===== config.mk =====
export PLATFORM = sky130hd
export DESIGN_NAME = dmem_lane_arbiter_flat
export DESIGN_NICKNAME = d
export VERILOG_FILES = /design/src/rtl/dmem_lane_arbiter_pkg.sv /design/src/rtl/dmem_lane_arbiter_if.sv /design/src/rtl/dmem_lane_arbiter_sat_counter.sv /design/src/rtl/dmem_lane_arbiter.sv /design/src/flat_wrapper.sv
export SDC_FILE = /design/constraint.sdc
export NUM_CORES = 1
export LEC_CHECK = 0
export ABC_AREA = 1
export BUFFER_PORTS_ARGS = -buffer_cell sky130_fd_sc_hd__buf_2
export CAP_MARGIN = 5
export CELL_PAD_IN_SITES_DETAIL_PLACEMENT = 2
export CELL_PAD_IN_SITES_GLOBAL_PLACEMENT = 2
export CORE_UTILIZATION = 23
export CTS_BUF_LIST = sky130_fd_sc_hd__clkbuf_16
export CTS_CLUSTER_SIZE = 8
export DETAILED_ROUTE_END_ITERATION = 10
export HOLD_SLACK_MARGIN = 0.15
export PLACE_DENSITY = 0.81
export SLEW_MARGIN = 30
export SYNTH_ARGS = -nofsm -noshare
export SYNTH_HDL_FRONTEND = slang
export SYNTH_SLANG_ARGS = --single-unit
export TNS_END_PERCENT = 1

===== constraint.sdc =====
create_clock -name clock -period 1.7 [get_ports clock]
set_input_delay 0.34 -clock clock [delete_from_list [all_inputs] [get_ports clock]]
set_output_delay 0.34 -clock clock [all_outputs]
set_load 0.02 [all_outputs]

===== src/rtl/dmem_lane_arbiter_pkg.sv =====
// Shared types and default widths for the dual-lane dmem arbiter.
// Optional one-cycle store-forwarding on same-address conflicts: DMEM_BYPASS_EN.
package dmem_arb_pkg;

    localparam int DEF_ADDR_W = 12;
    localparam int DEF_DATA_W = 32;
    localparam int DEF_CNT_W  = 16;

    typedef enum logic {
        IDLE   = 1'b0,
        SECOND = 1'b1
    } arb_state_e;

    typedef struct packed {
        logic                  we;
        logic [DEF_ADDR_W-1:0] addr;
        logic [DEF_DATA_W-1:0] wdata;
    } mem_req_t;

endpackage


===== src/rtl/dmem_lane_arbiter_if.sv =====
// Bus between the M-stage lanes, the arbiter and the dmem instance.
// slave = arbiter view; master = pipeline plus memory view.
interface dmem_lane_arbiter_if #(
    parameter int ADDR_W = dmem_arb_pkg::DEF_ADDR_W,
    parameter int DATA_W = dmem_arb_pkg::DEF_DATA_W,
    parameter int CNT_W  = dmem_arb_pkg::DEF_CNT_W
) ();

    // Lane side: req_* qualifies the other lane fields for the current cycle only;
    // there is no ready, the pipeline instead honours stall by holding XM.
    logic              req_t;
    logic              we_t;
    logic [ADDR_W-1:0] addr_t;
    logic [DATA_W-1:0] wdata_t;
    logic              req_b;
    logic              we_b;
    logic [ADDR_W-1:0] addr_b;
    logic [DATA_W-1:0] wdata_b;
    logic              kill_b;
    logic [DATA_W-1:0] rdata_t;
    logic [DATA_W-1:0] rdata_b;
    logic              stall;
    logic [CNT_W-1:0]  conflict_cnt;
    dmem_arb_pkg::arb_state_e dbg_state;

    // Memory side
    logic [ADDR_W-1:0] address_dmem;
    logic [DATA_W-1:0] data;
    logic              wren;
    logic [DATA_W-1:0] q_dmem;

    modport slave (
        input  req_t, we_t, addr_t, wdata_t,
        input  req_b, we_b, addr_b, wdata_b, kill_b,
        input  q_dmem,
        output address_dmem, data, wren,
        output rdata_t, rdata_b, stall, conflict_cnt, dbg_state
    );

    modport master (
        output req_t, we_t, addr_t, wdata_t,
        output req_b, we_b, addr_b, wdata_b, kill_b,
        output q_dmem,
        input  address_dmem, data, wren,
        input  rdata_t, rdata_b, stall, conflict_cnt, dbg_state
    );

endinterface


===== src/rtl/dmem_lane_arbiter_sat_counter.sv =====
// Saturating up-counter with synchronous active-low reset and increment enable.
module sat_counter #(
    parameter int CNT_W = 16
) (
    input  logic             clk_i,
    input  logic             rst_ni,
    input  logic             inc_i,
    output logic [CNT_W-1:0] cnt_o
);

    logic [CNT_W-1:0] cnt_q, cnt_d;

    always_comb begin
        cnt_d = cnt_q;
        if (inc_i && (cnt_q != {CNT_W{1'b1}})) begin
            cnt_d = cnt_q + {{(CNT_W-1){1'b0}}, 1'b1};
        end
    end

    always_ff @(posedge clk_i) begin
        if (!rst_ni) begin
            cnt_q <= '0;
        end else begin
            cnt_q <= cnt_d;
        end
    end

    assign cnt_o = cnt_q;

endmodule


===== src/rtl/dmem_lane_arbiter.sv =====
// Shares one dmem port between lanes T (older) and B (younger); same-cycle conflicts
// serialize T then B behind a one-cycle stall. Optional feature macro: DMEM_BYPASS_EN.
module dmem_lane_arbiter
    import dmem_arb_pkg::*;
#(
    parameter int ADDR_W = DEF_ADDR_W,
    parameter int DATA_W = DEF_DATA_W,
    parameter int CNT_W  = DEF_CNT_W
) (
    input  logic                clock,
    input  logic                reset,
    dmem_lane_arbiter_if.slave  bus
);

    arb_state_e        state_q, state_d;
    logic [DATA_W-1:0] hold_t_q, hold_t_d;
    mem_req_t          b_q, b_d;

    logic              eb;
    logic              conflict;
    logic              fast;
    logic              cnt_inc;
    logic [ADDR_W-1:0] addr_o;
    logic [DATA_W-1:0] data_o;
    logic              wren_o;
    logic [DATA_W-1:0] rdata_t_o;
    logic [DATA_W-1:0] rdata_b_o;
    logic              stall_o;

    assign eb       = bus.req_b & ~bus.kill_b;
    assign conflict = bus.req_t & eb;

`ifdef DMEM_BYPASS_EN
    // T store to B's address: one write suffices; a B load sees T's data directly.
    assign fast = conflict & bus.we_t & (bus.addr_t == bus.addr_b);
`else
    assign fast = 1'b0;
`endif

    always_comb begin
        state_d   = state_q;
        hold_t_d  = hold_t_q;
        b_d       = b_q;
        cnt_inc   = 1'b0;
        addr_o    = '0;
        data_o    = '0;
        wren_o    = 1'b0;
        rdata_t_o = '0;
        rdata_b_o = '0;
        stall_o   = 1'b0;
        if (reset) begin
            unique case (state_q)
                IDLE: begin
                    if (fast) begin
                        addr_o    = bus.addr_t;
                        wren_o    = 1'b1;
                        data_o    = bus.we_b ? bus.wdata_b : bus.wdata_t;
                        rdata_b_o = bus.we_b ? '0 : bus.wdata_t;
                    end else if (conflict) begin
                        addr_o   = bus.addr_t;
                        wren_o   = bus.we_t;
                        data_o   = bus.wdata_t;
                        stall_o  = 1'b1;
                        hold_t_d = bus.we_t ? '0 : bus.q_dmem;
                        b_d      = '{we: bus.we_b, addr: bus.addr_b, wdata: bus.wdata_b};
                        cnt_inc  = 1'b1;
                        state_d  = SECOND;
                    end else if (bus.req_t) begin
                        addr_o    = bus.addr_t;
                        wren_o    = bus.we_t;
                        data_o    = bus.wdata_t;
                        rdata_t_o = bus.we_t ? '0 : bus.q_dmem;
                    end else if (eb) begin
                        addr_o    = bus.addr_b;
                        wren_o    = bus.we_b;
                        data_o    = bus.wdata_b;
                        rdata_b_o = bus.we_b ? '0 : bus.q_dmem;
                    end
                end
                SECOND: begin
                    // A late flush still releases T's held result; only B is dropped.
                    rdata_t_o = hold_t_q;
                    if (!bus.kill_b) begin
                        addr_o    = b_q.addr;
                        wren_o    = b_q.we;
                        data_o    = b_q.wdata;
                        rdata_b_o = b_q.we ? '0 : bus.q_dmem;
                    end
                    state_d = IDLE;
                end
                default: state_d = IDLE;
            endcase
        end
    end

    always_ff @(posedge clock) begin
        if (!reset) begin
            state_q  <= IDLE;
            hold_t_q <= '0;
            b_q      <= '0;
        end else begin
            state_q  <= state_d;
            hold_t_q <= hold_t_d;
            b_q      <= b_d;
        end
    end

    sat_counter #(.CNT_W(CNT_W)) u_conflict_cnt (
        .clk_i  (clock),
        .rst_ni (reset),
        .inc_i  (cnt_inc),
        .cnt_o  (bus.conflict_cnt)
    );

    assign bus.address_dmem = addr_o;
    assign bus.data         = data_o;
    assign bus.wren         = wren_o;
    assign bus.rdata_t      = rdata_t_o;
    assign bus.rdata_b      = rdata_b_o;
    assign bus.stall        = stall_o;
    assign bus.dbg_state    = state_q;

endmodule


===== src/flat_wrapper.sv =====
// flat-port wrapper written by rule: the top's interface ports become plain ports
module dmem_lane_arbiter_flat import dmem_arb_pkg::*;
#(
    parameter int ADDR_W = DEF_ADDR_W,
    parameter int DATA_W = DEF_DATA_W,
    parameter int CNT_W  = DEF_CNT_W
)
  (clock, reset, bus_req_t, bus_we_t, bus_addr_t, bus_wdata_t, bus_req_b, bus_we_b, bus_addr_b, bus_wdata_b, bus_kill_b, bus_q_dmem, bus_address_dmem, bus_data, bus_wren, bus_rdata_t, bus_rdata_b, bus_stall, bus_conflict_cnt, bus_dbg_state);
  dmem_lane_arbiter_if #(.ADDR_W(ADDR_W), .DATA_W(DATA_W), .CNT_W(CNT_W)) bus_i ();
  input  logic clock;
  input  logic reset;
  input wire logic [$bits(bus_i.req_t)-1:0] bus_req_t;
  input wire logic [$bits(bus_i.we_t)-1:0] bus_we_t;
  input wire logic [$bits(bus_i.addr_t)-1:0] bus_addr_t;
  input wire logic [$bits(bus_i.wdata_t)-1:0] bus_wdata_t;
  input wire logic [$bits(bus_i.req_b)-1:0] bus_req_b;
  input wire logic [$bits(bus_i.we_b)-1:0] bus_we_b;
  input wire logic [$bits(bus_i.addr_b)-1:0] bus_addr_b;
  input wire logic [$bits(bus_i.wdata_b)-1:0] bus_wdata_b;
  input wire logic [$bits(bus_i.kill_b)-1:0] bus_kill_b;
  input wire logic [$bits(bus_i.q_dmem)-1:0] bus_q_dmem;
  output wire logic [$bits(bus_i.address_dmem)-1:0] bus_address_dmem;
  output wire logic [$bits(bus_i.data)-1:0] bus_data;
  output wire logic [$bits(bus_i.wren)-1:0] bus_wren;
  output wire logic [$bits(bus_i.rdata_t)-1:0] bus_rdata_t;
  output wire logic [$bits(bus_i.rdata_b)-1:0] bus_rdata_b;
  output wire logic [$bits(bus_i.stall)-1:0] bus_stall;
  output wire logic [$bits(bus_i.conflict_cnt)-1:0] bus_conflict_cnt;
  output wire logic [$bits(bus_i.dbg_state)-1:0] bus_dbg_state;
  assign bus_i.req_t = bus_req_t;
  assign bus_i.we_t = bus_we_t;
  assign bus_i.addr_t = bus_addr_t;
  assign bus_i.wdata_t = bus_wdata_t;
  assign bus_i.req_b = bus_req_b;
  assign bus_i.we_b = bus_we_b;
  assign bus_i.addr_b = bus_addr_b;
  assign bus_i.wdata_b = bus_wdata_b;
  assign bus_i.kill_b = bus_kill_b;
  assign bus_i.q_dmem = bus_q_dmem;
  assign bus_address_dmem = bus_i.address_dmem;
  assign bus_data = bus_i.data;
  assign bus_wren = bus_i.wren;
  assign bus_rdata_t = bus_i.rdata_t;
  assign bus_rdata_b = bus_i.rdata_b;
  assign bus_stall = bus_i.stall;
  assign bus_conflict_cnt = bus_i.conflict_cnt;
  assign bus_dbg_state = bus_i.dbg_state;
  dmem_lane_arbiter #(.ADDR_W(ADDR_W), .DATA_W(DATA_W), .CNT_W(CNT_W)) u_core (.clock(clock), .reset(reset), .bus(bus_i));
endmodule

==> report_table.html, run 1 <==
<table>
<tr><th>Metric</th><th>Value</th></tr>
<tr><th colspan="2">Floorplan</th></tr>
<tr><td>Effective utilization at floorplan</td><td>approximately a quarter</td></tr>
<tr><td>Core ar.</td><td>around 0.023 mm^2</td></tr>
<tr><td>Width of the die</td><td>157 um</td></tr>
<tr><td>Number of core rows</td><td>between 50 and 60</td></tr>
<tr><td>Top Ports</td><td>roughly 250</td></tr>
<tr><td>DIE AREA</td><td>0.0246 mm^2</td></tr>
<tr><td>Height of the die</td><td>157 um</td></tr>
<tr><th colspan="2">Power</th></tr>
<tr><td>Peak VDD IR</td><td>about 370 uV</td></tr>
<tr><td>Static leakage</td><td>~3.8 nW</td></tr>
<tr><td>Power density over the cells</td><td>652 mW/mm^2</td></tr>
<tr><th colspan="2">GRT</th></tr>
<tr><td>Vias in the first global route</td><td>8,034</td></tr>
<tr><td>Pin count of the biggest net entering global routing</td><td>59</td></tr>
<tr><td>Leftover overflow at the end of global routing</td><td>0</td></tr>
<tr><td>Tot GR Track Use</td><td>between 20% and 30%</td></tr>
<tr><td>Antenna violations before repair</td><td>3</td></tr>
<tr><td>First-pass GRT wire length</td><td>a little over 40,000 um</td></tr>
<tr><th colspan="2">Placed design</th></tr>
<tr><td>Total of buffers placed on input and output ports</td><td>about 250</td></tr>
<tr><td>Placed insts</td><td>roughly 1,500</td></tr>
<tr><td>Post-Place Worst Slack</td><td>-0.169 ns</td></tr>
<tr><td>HPWL after detailed placement</td><td>around 18,000 um</td></tr>
<tr><td>Instance area after placement</td><td>between 0.007 and 0.008 mm^2</td></tr>
<tr><td>Placer congestion estimate</td><td>0.783</td></tr>
<tr><th colspan="2">Logic synthesis</th></tr>
<tr><td>Number of library cell types mapped by synthesis</td><td>27</td></tr>
<tr><td>Flops &amp; latches, synth</td><td>between 90 and 100</td></tr>
<tr><td>Top cells by count, synth</td><td>nor2_1 (236), nand2_1 (168), nand3_1 (106), dfxtp_1 (94), o21ai_0 (68)</td></tr>
<tr><td>Cell area after technology mapping</td><td>roughly 0.0055 mm^2</td></tr>
<tr><td>Main synth FF type</td><td>dfxtp_1</td></tr>
<tr><td>Post-synthesis cell count</td><td>slightly above 900</td></tr>
<tr><td>Total number of yosys warnings</td><td>0</td></tr>
<tr><td>Post-Syn Nets</td><td>about 1,000</td></tr>
<tr><td>Top-area cell type share of the netlist area</td><td>about a third</td></tr>
<tr><td>Average instance area after synthesis</td><td>6.03 um^2</td></tr>
<tr><td>Library cell occupying the most area in the post-synthesis netlist</td><td>dfxtp_1</td></tr>
<tr><td>Most frequent cell after synthesis</td><td>nor2_1</td></tr>
<tr><td>Top cells by area, synth</td><td>dfxtp_1 (34%), nor2_1 (16%), nand2_1 (11%)</td></tr>
<tr><td>EDFF count, synth</td><td>0</td></tr>
<tr><td>Proportion of register bits with asynchronous set or reset after synthesis</td><td>0%</td></tr>
<tr><td>Register area share after synthesis</td><td>34.2%</td></tr>
<tr><th colspan="2">Worst setup path</th></tr>
<tr><td>Critical Path Slowest Stage Cell</td><td>dfxtp_4</td></tr>
<tr><td>Peak fanout along the critical path</td><td>7</td></tr>
<tr><td>Worst Setup End Kind</td><td>output port</td></tr>
<tr><td>Cell-by-cell trace of the critical path</td><td>buf_6, nor3_4, buf_6, clkbuf_16, nand2_1, a21oi_2, buf_4</td></tr>
<tr><td>Critical Path RT</td><td>between 1 and 1.5 ns</td></tr>
<tr><td>Library cell appearing most often on the critical path</td><td>buf_6</td></tr>
<tr><td>Crit-path max cell delay</td><td>around 0.36 ns</td></tr>
<tr><td>Crit path kind</td><td>flop to output port</td></tr>
<tr><td>Worst path arrival time</td><td>about 1.7 ns</td></tr>
<tr><td>Critical Path Start Type</td><td>flop</td></tr>
<tr><td>Worst reg2reg startpoint</td><td>u_core.bus.dbg_state</td></tr>
<tr><td>Origin of the worst setup path</td><td>u_core.bus.dbg_state</td></tr>
<tr><td>R2R setup slack</td><td>-0.06 ns</td></tr>
<tr><th colspan="2">Run</th></tr>
<tr><td>Number of maximum-capacitance constraint violations</td><td>0</td></tr>
<tr><th colspan="2">Timing</th></tr>
<tr><td>Worst Tran Pin Value</td><td>about 0.62 ns</td></tr>
<tr><td>Final min period</td><td>roughly 2 ns</td></tr>
<tr><td>Worst slew margin</td><td>roughly 59%</td></tr>
<tr><td>Peak Freq</td><td>~500 MHz</td></tr>
<tr><td>Setup skew after layout</td><td>roughly 0.0064 ns</td></tr>
<tr><td>Max Transition Viols Final</td><td>0</td></tr>
<tr><td>Count of final setup violators</td><td>112</td></tr>
<tr><td>Post-layout worst setup margin</td><td>-0.307 ns</td></tr>
<tr><td>Hold Violations, Final</td><td>0</td></tr>
<tr><td>Ratio of final minimum period to clock period</td><td>118%</td></tr>
<tr><td>Unrepaired setup endpoints after global routing</td><td>true</td></tr>
<tr><th colspan="2">Clocking</th></tr>
<tr><td>Sinks on the clock net</td><td>94</td></tr>
<tr><td>Clock Root Buffer</td><td>clkbuf_16</td></tr>
<tr><td>Clock Latency Late Sink</td><td>between 0.3 and 0.4 ns</td></tr>
<tr><td>Clock buffer depth</td><td>2</td></tr>
<tr><td>Depth of the CTS H-tree</td><td>3</td></tr>
<tr><td>CTS tree</td><td>built</td></tr>
<tr><td>Clock edge transition at the registers on the reported setup and hold paths</td><td>0.08 ns</td></tr>
<tr><td>Number of buffers created by CTS</td><td>9</td></tr>
<tr><td>Cts hold-fix bufs</td><td>0</td></tr>
<tr><th colspan="2">Route</th></tr>
<tr><td>Length of the first detailed-routing pass in iterations</td><td>4</td></tr>
<tr><td>DRC violation count after routing</td><td>0</td></tr>
<tr><td>M1 wire length</td><td>11,800 um</td></tr>
<tr><td>Wire per inst</td><td>between 15 and 20 um</td></tr>
<tr><td>Vias per std cell</td><td>between 4 and 5</td></tr>
<tr><td>Uppermost routed layer</td><td>met5</td></tr>
<tr><td>Via count</td><td>7,386</td></tr>
<tr><td>Wire length on met2</td><td>around 14,000 um</td></tr>
<tr><td>Total Wirelength</td><td>28,000 um</td></tr>
<tr><td>Starting DRC count in detailed routing</td><td>between 200 and 300</td></tr>
<tr><td>Met3 layer wire length in the routed design</td><td>between 1000 and 1500 um</td></tr>
<tr><td>Remaining antenna violation count after routing</td><td>0</td></tr>
<tr><th colspan="2">Cells and area</th></tr>
<tr><td>Finished Layout Cells</td><td>~1,500</td></tr>
<tr><td>Share of post-route cells with drive strength above 1</td><td>about 38%</td></tr>
<tr><td>Area added between synthesis and finish</td><td>61.2%</td></tr>
<tr><td>Final #Nets</td><td>1,311</td></tr>
<tr><td>Final Core Density</td><td>approximately 38%</td></tr>
<tr><td>Final Instance Area</td><td>0.00888 mm^2</td></tr>
<tr><th colspan="2">Run status</th></tr>
<tr><td>Status</td><td>finished with violations</td></tr>
<tr><td>Failing checks</td><td>setup timing</td></tr>
<tr><th colspan="2">Hold path</th></tr>
<tr><td>Hold WC Path Type</td><td>primary input to flop</td></tr>
<tr><td>Startpoint of the most critical hold path</td><td>bus_addr_b[8]</td></tr>
</table>
==> state kept, by name, summed over array words and instances (netlist names) <==
register and flops:
u_core.b_q 45, u_core.bus.dbg_state 1, u_core.hold_t_q 32, u_core.u_conflict_cnt.cnt_o 16
==> cells in the final DEF, fill, tap and decap left out, types with 16 or more instances in the layout <==
| master | synthesis | routed |
|---|---|---|
| buf_2 | 20 | 147 |
| buf_6 | 3 | 28 |
| a31oi_2 | 0 | 32 |
| nand3_1 | 106 | 106 |
| buf_12 | 0 | 16 |
| a21oi_2 | 0 | 31 |
| nor2_1 | 236 | 226 |
| nand2_2 | 2 | 16 |
| inv_1 | 43 | 43 |
| a21oi_1 | 54 | 22 |
| o21ai_0 | 68 | 67 |
| dfxtp_1 | 94 | 93 |
| buf_4 | 4 | 133 |
| nand2_1 | 168 | 154 |
==> stage by stage <==
step	setup TNS [ns]	hold WS (ns)	power, mW
2_1_floorplan	-5.49	0.445	3.00
3_3_place_gp	-4.15	0.455	3.51
3_5_place_dp	-8.70	0.458	3.55
4_1_cts	-28.85	0.241	5.75
5_1_grt	-36.20	0.268	6.07
6_report	-28.72	0.258	5.79
==> cell families (layout without fill, tap and decap cells) <==
| group | Yosys count | count (layout) | share of synthesized area (%) |
|---|---|---|---|
| AND/OR/NAND/NOR | 527 | 527 | 39.8 |
| AO/OA/AOI/OAI | 168 | 168 | 16.3 |
| buffers and inverters | 123 | 398 | 9.54 |
| flip-flops | 94 | 94 | 34.2 |
| adder cells (fa/ha/maj) | 1 | 1 | 0.227 |
| other | 0 | 1 | 0 |
==> area by class of cell <==
type                            count  area, um^2
Clock buffer                        9         225
Tap cell                          319         399
Antenna cell                        1        2.50
Inverter                           50         193
Sequential cell                    94        1890
Clock inverter                      7        72.6
Fill cell                        2829       14600
Multi-Input combinational cell    696        3540
Timing Repair Buffer              332        2560
==> repair_timing <==
| item | 4_1_cts | 5_1_grt |
|---|---|---|
| buffers inserted | 0 | 11 |
| pin swaps | 10 | 38 |
| gates cloned | 0 | 7 |
| endpoints found under the setup margin | 113 | 120 |
| resized for setup | 82 | 92 |
==> critical path, delay by kind of cell (launching register included) <==
| family | cells | cell delay, ns |
|---|---|---|
| AND/OR/NAND/NOR | 2 | 0.18 |
| AO/OA/AOI/OAI | 1 | 0.13 |
| flip-flops | 1 | 0.36 |
| buffers and inverters | 4 | 0.63 |
==> routing by layer <==
metal,vias to the layer above,GRT usage (%)
li1,3530,-
met1,3634,24.1
met2,173,39.0
met3,43,4.04
met4,6,7.98
met5,-,0
==> worst paths after layout <==
check | to | depth (start not counted)
worst min-delay path | u_core.b_q[40] | 3
worst min register to register | u_core.hold_t_q[1] | 2
worst max-delay path | bus_rdata_t[26] | 7
worst max register to register | u_core.u_conflict_cnt.cnt_o[4] | 11
==> where the power goes <==
| part | internal (mW) | total [mW] | switching (mW) |
|---|---|---|---|
| sequential | 2.29 | 2.33 | 0.0482 |
| clock | 1.15 | 2.12 | 0.973 |
| combinational | 0.563 | 1.34 | 0.777 |
| total | 4.00 | 5.79 | 1.80 |
(Power assumes the default switching activity.)
==> run 2, diff against run 1 <==
Settings changed: ABC_CLOCK_PERIOD_IN_PS set to 2400, CORE_UTILIZATION 23 to 25, PLACE_DENSITY 0.81 to 0.87.
Clock period 1.7 ns to 2.4 ns, I/O delays scaled along.
==> run 2 against run 1 <==
The run now ends clean. Non-clock buffer count is 56 lower. Clock-buffer cell count is the same. Critical path depth shrank 1. Sequential share of layout area grew 4.1 points. Utilization fell by 2.8 points. Routed wire length decreased by 13%. Worst setup slack improved by 0.43 ns. First-iteration DRC count fell by 24%. Die area is 7.9% lower. Global-route usage increased by 0.89 points. Highest routed layer unchanged.
==> report_table.html, run 2 (synthesis results as in run 1) <==
<table>
<tr><th>Metric</th><th>Value</th></tr>
<tr><th colspan="2">Run status</th></tr>
<tr><td>Status</td><td>completed</td></tr>
<tr><th colspan="2">Cells and area</th></tr>
<tr><td>Area of combinational cells with multiple inputs</td><td>between 0.003 and 0.004 mm^2</td></tr>
<tr><td>Area added between synthesis and finish</td><td>35.3%</td></tr>
<tr><td>Share of post-route cells with drive strength above 1</td><td>roughly 28%</td></tr>
<tr><td>Most frequent cells in the layout</td><td>buf_2 (253), nor2_1 (236), nand2_1 (168), nand3_1 (106), dfxtp_1 (93)</td></tr>
<tr><td>Fill cell instance count of the final layout</td><td>around 2,700</td></tr>
<tr><td>Antenna Cells</td><td>0</td></tr>
<tr><td>Most common library cell in the layout ignoring fill and taps</td><td>buf_2</td></tr>
<tr><td>Final #Nets</td><td>about 1,300</td></tr>
<tr><td>FF+latch area</td><td>0.00189 mm^2</td></tr>
<tr><td>Finished Layout Cells</td><td>1,407</td></tr>
<tr><td>Register with the most flip-flops</td><td>u_core.b_q</td></tr>
<tr><td>Number of flip-flops in the largest register</td><td>45</td></tr>
<tr><th colspan="2">Clocking</th></tr>
<tr><td>Depth of the CTS H-tree</td><td>3</td></tr>
<tr><td>Sinks on the clock net</td><td>between 90 and 100</td></tr>
<tr><td>Clock edge transition at the registers on the reported setup and hold paths</td><td>0.08 ns</td></tr>
<tr><td>CTS tree</td><td>built</td></tr>
<tr><td>Clock buffer depth</td><td>2</td></tr>
<tr><td>Cts hold-fix bufs</td><td>0</td></tr>
<tr><td>Clock Latency Late Sink</td><td>0.36 ns</td></tr>
<tr><td>Clock Root Buffer</td><td>clkbuf_16</td></tr>
<tr><td>Number of buffers created by CTS</td><td>9</td></tr>
<tr><th colspan="2">Timing</th></tr>
<tr><td>Hold Violations, Final</td><td>0</td></tr>
<tr><td>Max Transition Viols Final</td><td>0</td></tr>
<tr><td>Worst Tran Pin Value</td><td>just over 0.5 ns</td></tr>
<tr><td>Count of final setup violators</td><td>0</td></tr>
<tr><td>Final min period</td><td>roughly 2.3 ns</td></tr>
<tr><td>Ratio of final minimum period to clock period</td><td>around 95%</td></tr>
<tr><td>Setup skew after layout</td><td>0.00769 ns</td></tr>
<tr><td>Worst slew margin</td><td>between 60% and 70%</td></tr>
<tr><td>Peak Freq</td><td>439 MHz</td></tr>
<tr><td>Post-route setup TNS</td><td>0 ns</td></tr>
<tr><th colspan="2">Hold path</th></tr>
<tr><td>Hold WC Path Type</td><td>primary input to flop</td></tr>
<tr><td>Hold Path Sink</td><td>u_core.b_q[33]</td></tr>
<tr><td>Instance count along the most critical hold path</td><td>3</td></tr>
<tr><td>Startpoint of the most critical hold path</td><td>bus_addr_b[1]</td></tr>
<tr><th colspan="2">Worst setup path</th></tr>
<tr><td>Critical Path Start Type</td><td>flop</td></tr>
<tr><td>Origin of the worst setup path</td><td>u_core.bus.dbg_state</td></tr>
<tr><td>Crit path kind</td><td>flop to output port</td></tr>
<tr><td>Worst r2r dst</td><td>u_core.u_conflict_cnt.cnt_o[7]</td></tr>
<tr><td>R2r worst-path depth</td><td>7</td></tr>
<tr><td>Worst Setup End Kind</td><td>output port</td></tr>
<tr><td>Critical Path RT</td><td>~1.9 ns</td></tr>
<tr><td>R2R setup slack</td><td>between 0.6 and 0.7 ns</td></tr>
<tr><td>Worst reg2reg startpoint</td><td>u_core.bus.dbg_state</td></tr>
<tr><td>Peak fanout along the critical path</td><td>13</td></tr>
<tr><td>Worst path arrival time</td><td>roughly 1.8 ns</td></tr>
<tr><th colspan="2">Floorplan</th></tr>
<tr><td>Core ar.</td><td>0.0213 mm^2</td></tr>
<tr><td>Effective utilization at floorplan</td><td>approximately a quarter</td></tr>
<tr><td>Top Ports</td><td>254</td></tr>
<tr><td>DIE AREA</td><td>between 0.02 and 0.025 mm^2</td></tr>
<tr><td>Height of the die</td><td>around 150 um</td></tr>
<tr><td>Number of core rows</td><td>53</td></tr>
<tr><td>Width of the die</td><td>about 150 um</td></tr>
<tr><th colspan="2">Route</th></tr>
<tr><td>Wire per inst</td><td>approximately 17 um</td></tr>
<tr><td>Via count</td><td>between 7,000 and 8,000</td></tr>
<tr><td>Remaining antenna violation count after routing</td><td>0</td></tr>
<tr><td>Starting DRC count in detailed routing</td><td>between 200 and 250</td></tr>
<tr><td>Vias per std cell</td><td>5.00</td></tr>
<tr><td>DRC violation count after routing</td><td>0</td></tr>
<tr><td>Total Wirelength</td><td>roughly 24,000 um</td></tr>
<tr><td>Length of the first detailed-routing pass in iterations</td><td>4</td></tr>
<tr><th colspan="2">Placed design</th></tr>
<tr><td>Placer congestion estimate</td><td>0.780</td></tr>
<tr><td>Total of buffers placed on input and output ports</td><td>between 200 and 300</td></tr>
<tr><td>HPWL after detailed placement</td><td>around 18,000 um</td></tr>
<tr><td>Placed insts</td><td>1,390</td></tr>
<tr><th colspan="2">GRT</th></tr>
<tr><td>Pin count of the biggest net entering global routing</td><td>89</td></tr>
<tr><td>Antenna violations before repair</td><td>1</td></tr>
<tr><td>Leftover overflow at the end of global routing</td><td>0</td></tr>
<tr><td>Vias in the first global route</td><td>around 7,500</td></tr>
<tr><td>First-pass GRT wire length</td><td>39,300 um</td></tr>
<tr><td>Tot GR Track Use</td><td>approximately 22%</td></tr>
<tr><th colspan="2">Power</th></tr>
<tr><td>PnR Total Power</td><td>around 3.9 mW</td></tr>
<tr><td>Peak VDD IR</td><td>between 300 and 400 uV</td></tr>
<tr><td>Static leakage</td><td>around 3.4 nW</td></tr>
<tr><td>Power density over the cells</td><td>~530 mW/mm^2</td></tr>
<tr><th colspan="2">Run</th></tr>
<tr><td>Number of maximum-capacitance constraint violations</td><td>0</td></tr>
</table>
==> run 2: cell types whose count changed in the layout (fill, tap and decap cells not counted), moves of 10 or more <==
cell / previous run / this run
a31oi_1: 13 / 45
a21oi_2: 31 / 0
buf_2: 147 / 253
a21oi_1: 22 / 54
buf_4: 133 / 10
nor2_1: 226 / 236
a31oi_2: 32 / 0
buf_6: 28 / 0
nand2_1: 154 / 168
nand2_2: 16 / 2
==> run 2: final cells by class <==
type	instances	share of cell area (%)
Tap cell	275	4.62
Inverter	50	2.52
Clock inverter	7	1.19
Clock buffer	9	3.02
Timing Repair Buffer	276	21.5
Multi-Input combinational cell	696	41.9
Sequential cell	94	25.3
==> run 2: what timing repair did <==
item	4_1_cts	5_1_grt
setup endpoints to repair	23	32
buffers inserted	1	0
gates resized for setup	0	1
==> run 2: stage by stage <==
| stage | setup slack (ns) | area, um^2 | utilization, % | hold WS, ns |
|---|---|---|---|---|
| 5_1_grt | -0.0185 | 7450 | 35.0 | 0.396 |
| 2_1_floorplan | 0.382 | 5510 | - | 0.445 |
| 3_3_place_gp | 0.253 | 7130 | 33.5 | 0.452 |
| 6_report | 0.120 | 7450 | 35.0 | 0.391 |
| 4_1_cts | 0.0486 | 7450 | 35.0 | 0.386 |
| 3_5_place_dp | 0.231 | 7130 | 33.5 | 0.457 |
==> run 2: worst max-delay path by stage <==
| stage | to | slack, ns | cells past startpoint |
|---|---|---|---|
| global placement | bus_rdata_t[1] | 0.25 | 9 |
| detailed placement | bus_rdata_t[4] | 0.23 | 9 |
| global route | bus_rdata_b[7] | -0.02 | 6 |
| CTS | bus_rdata_b[7] | 0.05 | 6 |
| floorplan | bus_address_dmem[10] | 0.38 | 6 |
| finish | bus_rdata_b[7] | 0.12 | 6 |
==> run 2: per-layer routing <==
layer	share of wire [%]	wire length, um	GRT usage (%)	up-vias
met3	3.8	928	3.94	37
met2	51	12500	40.3	161
li1	-	-	-	3398
met4	2.1	521	6.57	2
met1	43	10500	26.2	3438
met5	0.053	13	0	-
==> run 2: power by group <==
group	switching, mW	internal [mW]
sequential	0.0353	1.62
combinational	0.466	0.264
clock	0.716	0.837
==> run 2: critical path: stages, from the launching register on <==
cell and delay, ns:
dfxtp_4 0.49, inv_2 0.09, nor3_2 0.22, o21ai_2 0.13
buf_4 0.19, nor2_1 0.14, buf_2 0.19
==> run 3, diff against run 2 <==
Settings changed: ABC_CLOCK_PERIOD_IN_PS 2400 to 2160, CORE_UTILIZATION 25 to 23, PLACE_DENSITY 0.87 to 0.81.
Clock period 2.4 ns to 2.16 ns, I/O delays scaled along.
==> run 3 against run 2 <==
The flow now finishes with violations (setup timing). Global-route usage down 2.2 points. Register-to-register slack got worse by 0.43 ns. Largest cell class unchanged. Clock skew is 0.0055 ns higher. Sequential cell count did not move. Critical path type is now primary input to output port. Design area is 4.9% higher. Via count is 0.60% higher. Sequential power rose by 12%. Clock-buffer cell count is the same. Highest routed layer unchanged. Clock power is essentially flat.
==> report_table.html, run 3 (synthesis results as in run 1) <==
<table>
<tr><th>Metric</th><th>Value</th></tr>
<tr><th colspan="2">Worst setup path</th></tr>
<tr><td>Worst reg2reg startpoint</td><td>u_core.u_conflict_cnt.cnt_o[1]</td></tr>
<tr><td>Worst Setup End Kind</td><td>output port</td></tr>
<tr><td>Critical Path Start Type</td><td>primary input</td></tr>
<tr><td>Worst path arrival time</td><td>about 1.7 ns</td></tr>
<tr><td>Peak fanout along the critical path</td><td>16</td></tr>
<tr><td>Crit path kind</td><td>primary input to output port</td></tr>
<tr><td>Origin of the worst setup path</td><td>bus_kill_b</td></tr>
<tr><td>R2r worst-path depth</td><td>7</td></tr>
<tr><td>Critical Path RT</td><td>roughly 1.7 ns</td></tr>
<tr><td>Worst r2r dst</td><td>u_core.u_conflict_cnt.cnt_o[11]</td></tr>
<tr><td>R2R setup slack</td><td>0.20 ns</td></tr>
<tr><th colspan="2">Floorplan</th></tr>
<tr><td>Top Ports</td><td>between 200 and 300</td></tr>
<tr><td>DIE AREA</td><td>between 0.02 and 0.025 mm^2</td></tr>
<tr><td>Height of the die</td><td>157 um</td></tr>
<tr><td>Width of the die</td><td>~160 um</td></tr>
<tr><td>Core ar.</td><td>between 0.02 and 0.025 mm^2</td></tr>
<tr><td>Effective utilization at floorplan</td><td>around a quarter</td></tr>
<tr><td>Number of core rows</td><td>between 50 and 60</td></tr>
<tr><th colspan="2">Timing</th></tr>
<tr><td>Worst Tran Pin Value</td><td>between 0.5 and 0.6 ns</td></tr>
<tr><td>Worst slew margin</td><td>61.7%</td></tr>
<tr><td>Setup skew after layout</td><td>0.0132 ns</td></tr>
<tr><td>Worst hold margin</td><td>between 0.3 and 0.4 ns</td></tr>
<tr><td>Post-layout worst setup margin</td><td>-0.0162 ns</td></tr>
<tr><td>Hold Violations, Final</td><td>0</td></tr>
<tr><td>Peak Freq</td><td>460 MHz</td></tr>
<tr><td>Ratio of final minimum period to clock period</td><td>101%</td></tr>
<tr><td>Final min period</td><td>roughly 2.2 ns</td></tr>
<tr><td>Count of final setup violators</td><td>4</td></tr>
<tr><td>Max Transition Viols Final</td><td>0</td></tr>
<tr><td>Unrepaired setup endpoints after global routing</td><td>true</td></tr>
<tr><th colspan="2">Clocking</th></tr>
<tr><td>Clock edge transition at the registers on the reported setup and hold paths</td><td>roughly 0.080 ns</td></tr>
<tr><td>Clock Root Buffer</td><td>clkbuf_16</td></tr>
<tr><td>Sinks on the clock net</td><td>94</td></tr>
<tr><td>Clock buffer depth</td><td>2</td></tr>
<tr><td>Clock Latency Late Sink</td><td>0.36 ns</td></tr>
<tr><td>CTS tree</td><td>built</td></tr>
<tr><td>Number of buffers created by CTS</td><td>9</td></tr>
<tr><td>Depth of the CTS H-tree</td><td>3</td></tr>
<tr><th colspan="2">Route</th></tr>
<tr><td>Length of the first detailed-routing pass in iterations</td><td>4</td></tr>
<tr><td>Remaining antenna violation count after routing</td><td>0</td></tr>
<tr><td>Starting DRC count in detailed routing</td><td>approximately 290</td></tr>
<tr><td>Vias per std cell</td><td>4.83</td></tr>
<tr><td>Total Wirelength</td><td>between 20,000 and 25,000 um</td></tr>
<tr><td>Wire per inst</td><td>roughly 17 um</td></tr>
<tr><td>Via count</td><td>around 7,100</td></tr>
<tr><td>DRC violation count after routing</td><td>0</td></tr>
<tr><th colspan="2">GRT</th></tr>
<tr><td>Antenna violations before repair</td><td>5</td></tr>
<tr><td>Vias in the first global route</td><td>approximately 7,600</td></tr>
<tr><td>First-pass GRT wire length</td><td>about 39,000 um</td></tr>
<tr><td>Pin count of the biggest net entering global routing</td><td>between 70 and 80</td></tr>
<tr><td>Leftover overflow at the end of global routing</td><td>0</td></tr>
<tr><td>Tot GR Track Use</td><td>between 10% and 20%</td></tr>
<tr><th colspan="2">Hold path</th></tr>
<tr><td>Startpoint of the most critical hold path</td><td>bus_wdata_b[6]</td></tr>
<tr><td>Hold WC Path Type</td><td>primary input to flop</td></tr>
<tr><td>Hold Path Sink</td><td>u_core.b_q[6]</td></tr>
<tr><td>Instance count along the most critical hold path</td><td>3</td></tr>
<tr><th colspan="2">Cells and area</th></tr>
<tr><td>Fill cell instance count of the final layout</td><td>2,919</td></tr>
<tr><td>Area added between synthesis and finish</td><td>41.9%</td></tr>
<tr><td>Share of post-route cells with drive strength above 1</td><td>~30%</td></tr>
<tr><td>Register with the most flip-flops</td><td>u_core.b_q</td></tr>
<tr><td>Number of flip-flops in the largest register</td><td>45</td></tr>
<tr><td>Most common library cell in the layout ignoring fill and taps</td><td>nor2_1</td></tr>
<tr><td>Finished Layout Cells</td><td>approximately 1,500</td></tr>
<tr><td>Final Instance Area</td><td>0.00782 mm^2</td></tr>
<tr><td>Most frequent cells in the layout</td><td>nor2_1 (234), buf_2 (217), nand2_1 (168), nand3_1 (106), dfxtp_1 (93)</td></tr>
<tr><td>Final #Nets</td><td>around 1,300</td></tr>
<tr><th colspan="2">Run status</th></tr>
<tr><td>Failing checks</td><td>setup timing</td></tr>
<tr><td>Status</td><td>finished with violations</td></tr>
<tr><th colspan="2">Power</th></tr>
<tr><td>Peak VDD IR</td><td>322 uV</td></tr>
<tr><td>Static leakage</td><td>roughly 3.4 nW</td></tr>
<tr><td>Power density over the cells</td><td>roughly 550 mW/mm^2</td></tr>
<tr><th colspan="2">Placed design</th></tr>
<tr><td>Instance area after placement</td><td>around 0.0072 mm^2</td></tr>
<tr><td>Post-Place Worst Slack</td><td>0.0900 ns</td></tr>
<tr><td>HPWL after detailed placement</td><td>around 18,000 um</td></tr>
<tr><td>Placed insts</td><td>roughly 1,400</td></tr>
<tr><td>Total of buffers placed on input and output ports</td><td>around 250</td></tr>
<tr><td>Placer congestion estimate</td><td>between 0.7 and 0.8</td></tr>
<tr><th colspan="2">Run</th></tr>
<tr><td>Number of maximum-capacitance constraint violations</td><td>0</td></tr>
</table>
-- run 3: cell count changes in the layout (fill, tap and decap cells not counted), moves of 2 or more --
cell and change:
clkbuf_16 +2, a21oi_2 +20, a21oi_1 -20, nor2_2 +2, inv_8 -3, buf_6 +9
diode_2 +3, buf_2 -36, buf_4 +34, nor2_1 -2, inv_6 +3
-- run 3: metal layers --
metal / up-vias / track usage (%) / wire length (um)
met2: 152 / 36.8 / 12600
met1: 3466 / 22.7 / 10700
met5: - / 0 / 13
met4: 2 / 6.40 / 577
li1: 3422 / - / -
met3: 36 / 4.02 / 1080
-- run 3: final cells by class --
class	count	area, um^2	area share [%]
well taps	319	399	5.11
multi-input cells	696	3210	41.1
repair buffers	286	1840	23.6
clock buffers	9	225	2.88
inverters	50	188	2.40
diodes	3	7.51	0.0961
clock inverters	7	55.1	0.704
flip-flops and latches	94	1890	24.1
-- run 3: worst max path at each step --
stage	slack [ns]	cells past startpoint	endpoint
after global routing	-0.1	10	bus_rdata_t[20]
final	-0.02	10	bus_rdata_t[20]
after global placement	0.09	9	bus_rdata_t[3]
after detailed placement	0.09	9	bus_rdata_t[3]
after floorplan	0.19	6	bus_address_dmem[10]
after CTS	0.001	5	bus_rdata_t[21]
-- run 3: timing repair --
action                                  in CTS  in global routing
cloned                                       0                  2
setup buffers                                0                  1
hold buffers                                 0                  0
pin swaps                                    0                  1
endpoints found under the setup margin      21                 58
resized for setup                            4                 68
-- run 3: through the flow --
step                      util (%)  total power [mW]  TNS (ns)
after floorplan                  -              2.33         0
after global placement        30.8              2.68         0
after detailed placement      30.8              2.71         0
after CTS                     32.1              4.31         0
after global routing          33.3              4.52     -3.09
final                         33.3              4.29   -0.0300
-- run 3: worst max-delay path, cell delays in order --
cell       delay (ns)
buf_2            0.12
inv_2            0.07
nand2_4          0.09
inv_2            0.06
nor3_4           0.26
buf_12           0.16
clkbuf_16        0.17
nand2_1          0.08
a21oi_2          0.15
buf_6            0.14
-- run 3: report_power, final --
part | internal (mW) | switching (mW) | total (mW) | leakage, nW
combinational | 0.331 | 0.540 | 0.871 | 2.53
sequential | 1.80 | 0.0381 | 1.84 | 0.766
clock | 0.798 | 0.786 | 1.58 | 0.139
total | 2.93 | 1.36 | 4.29 | 3.43
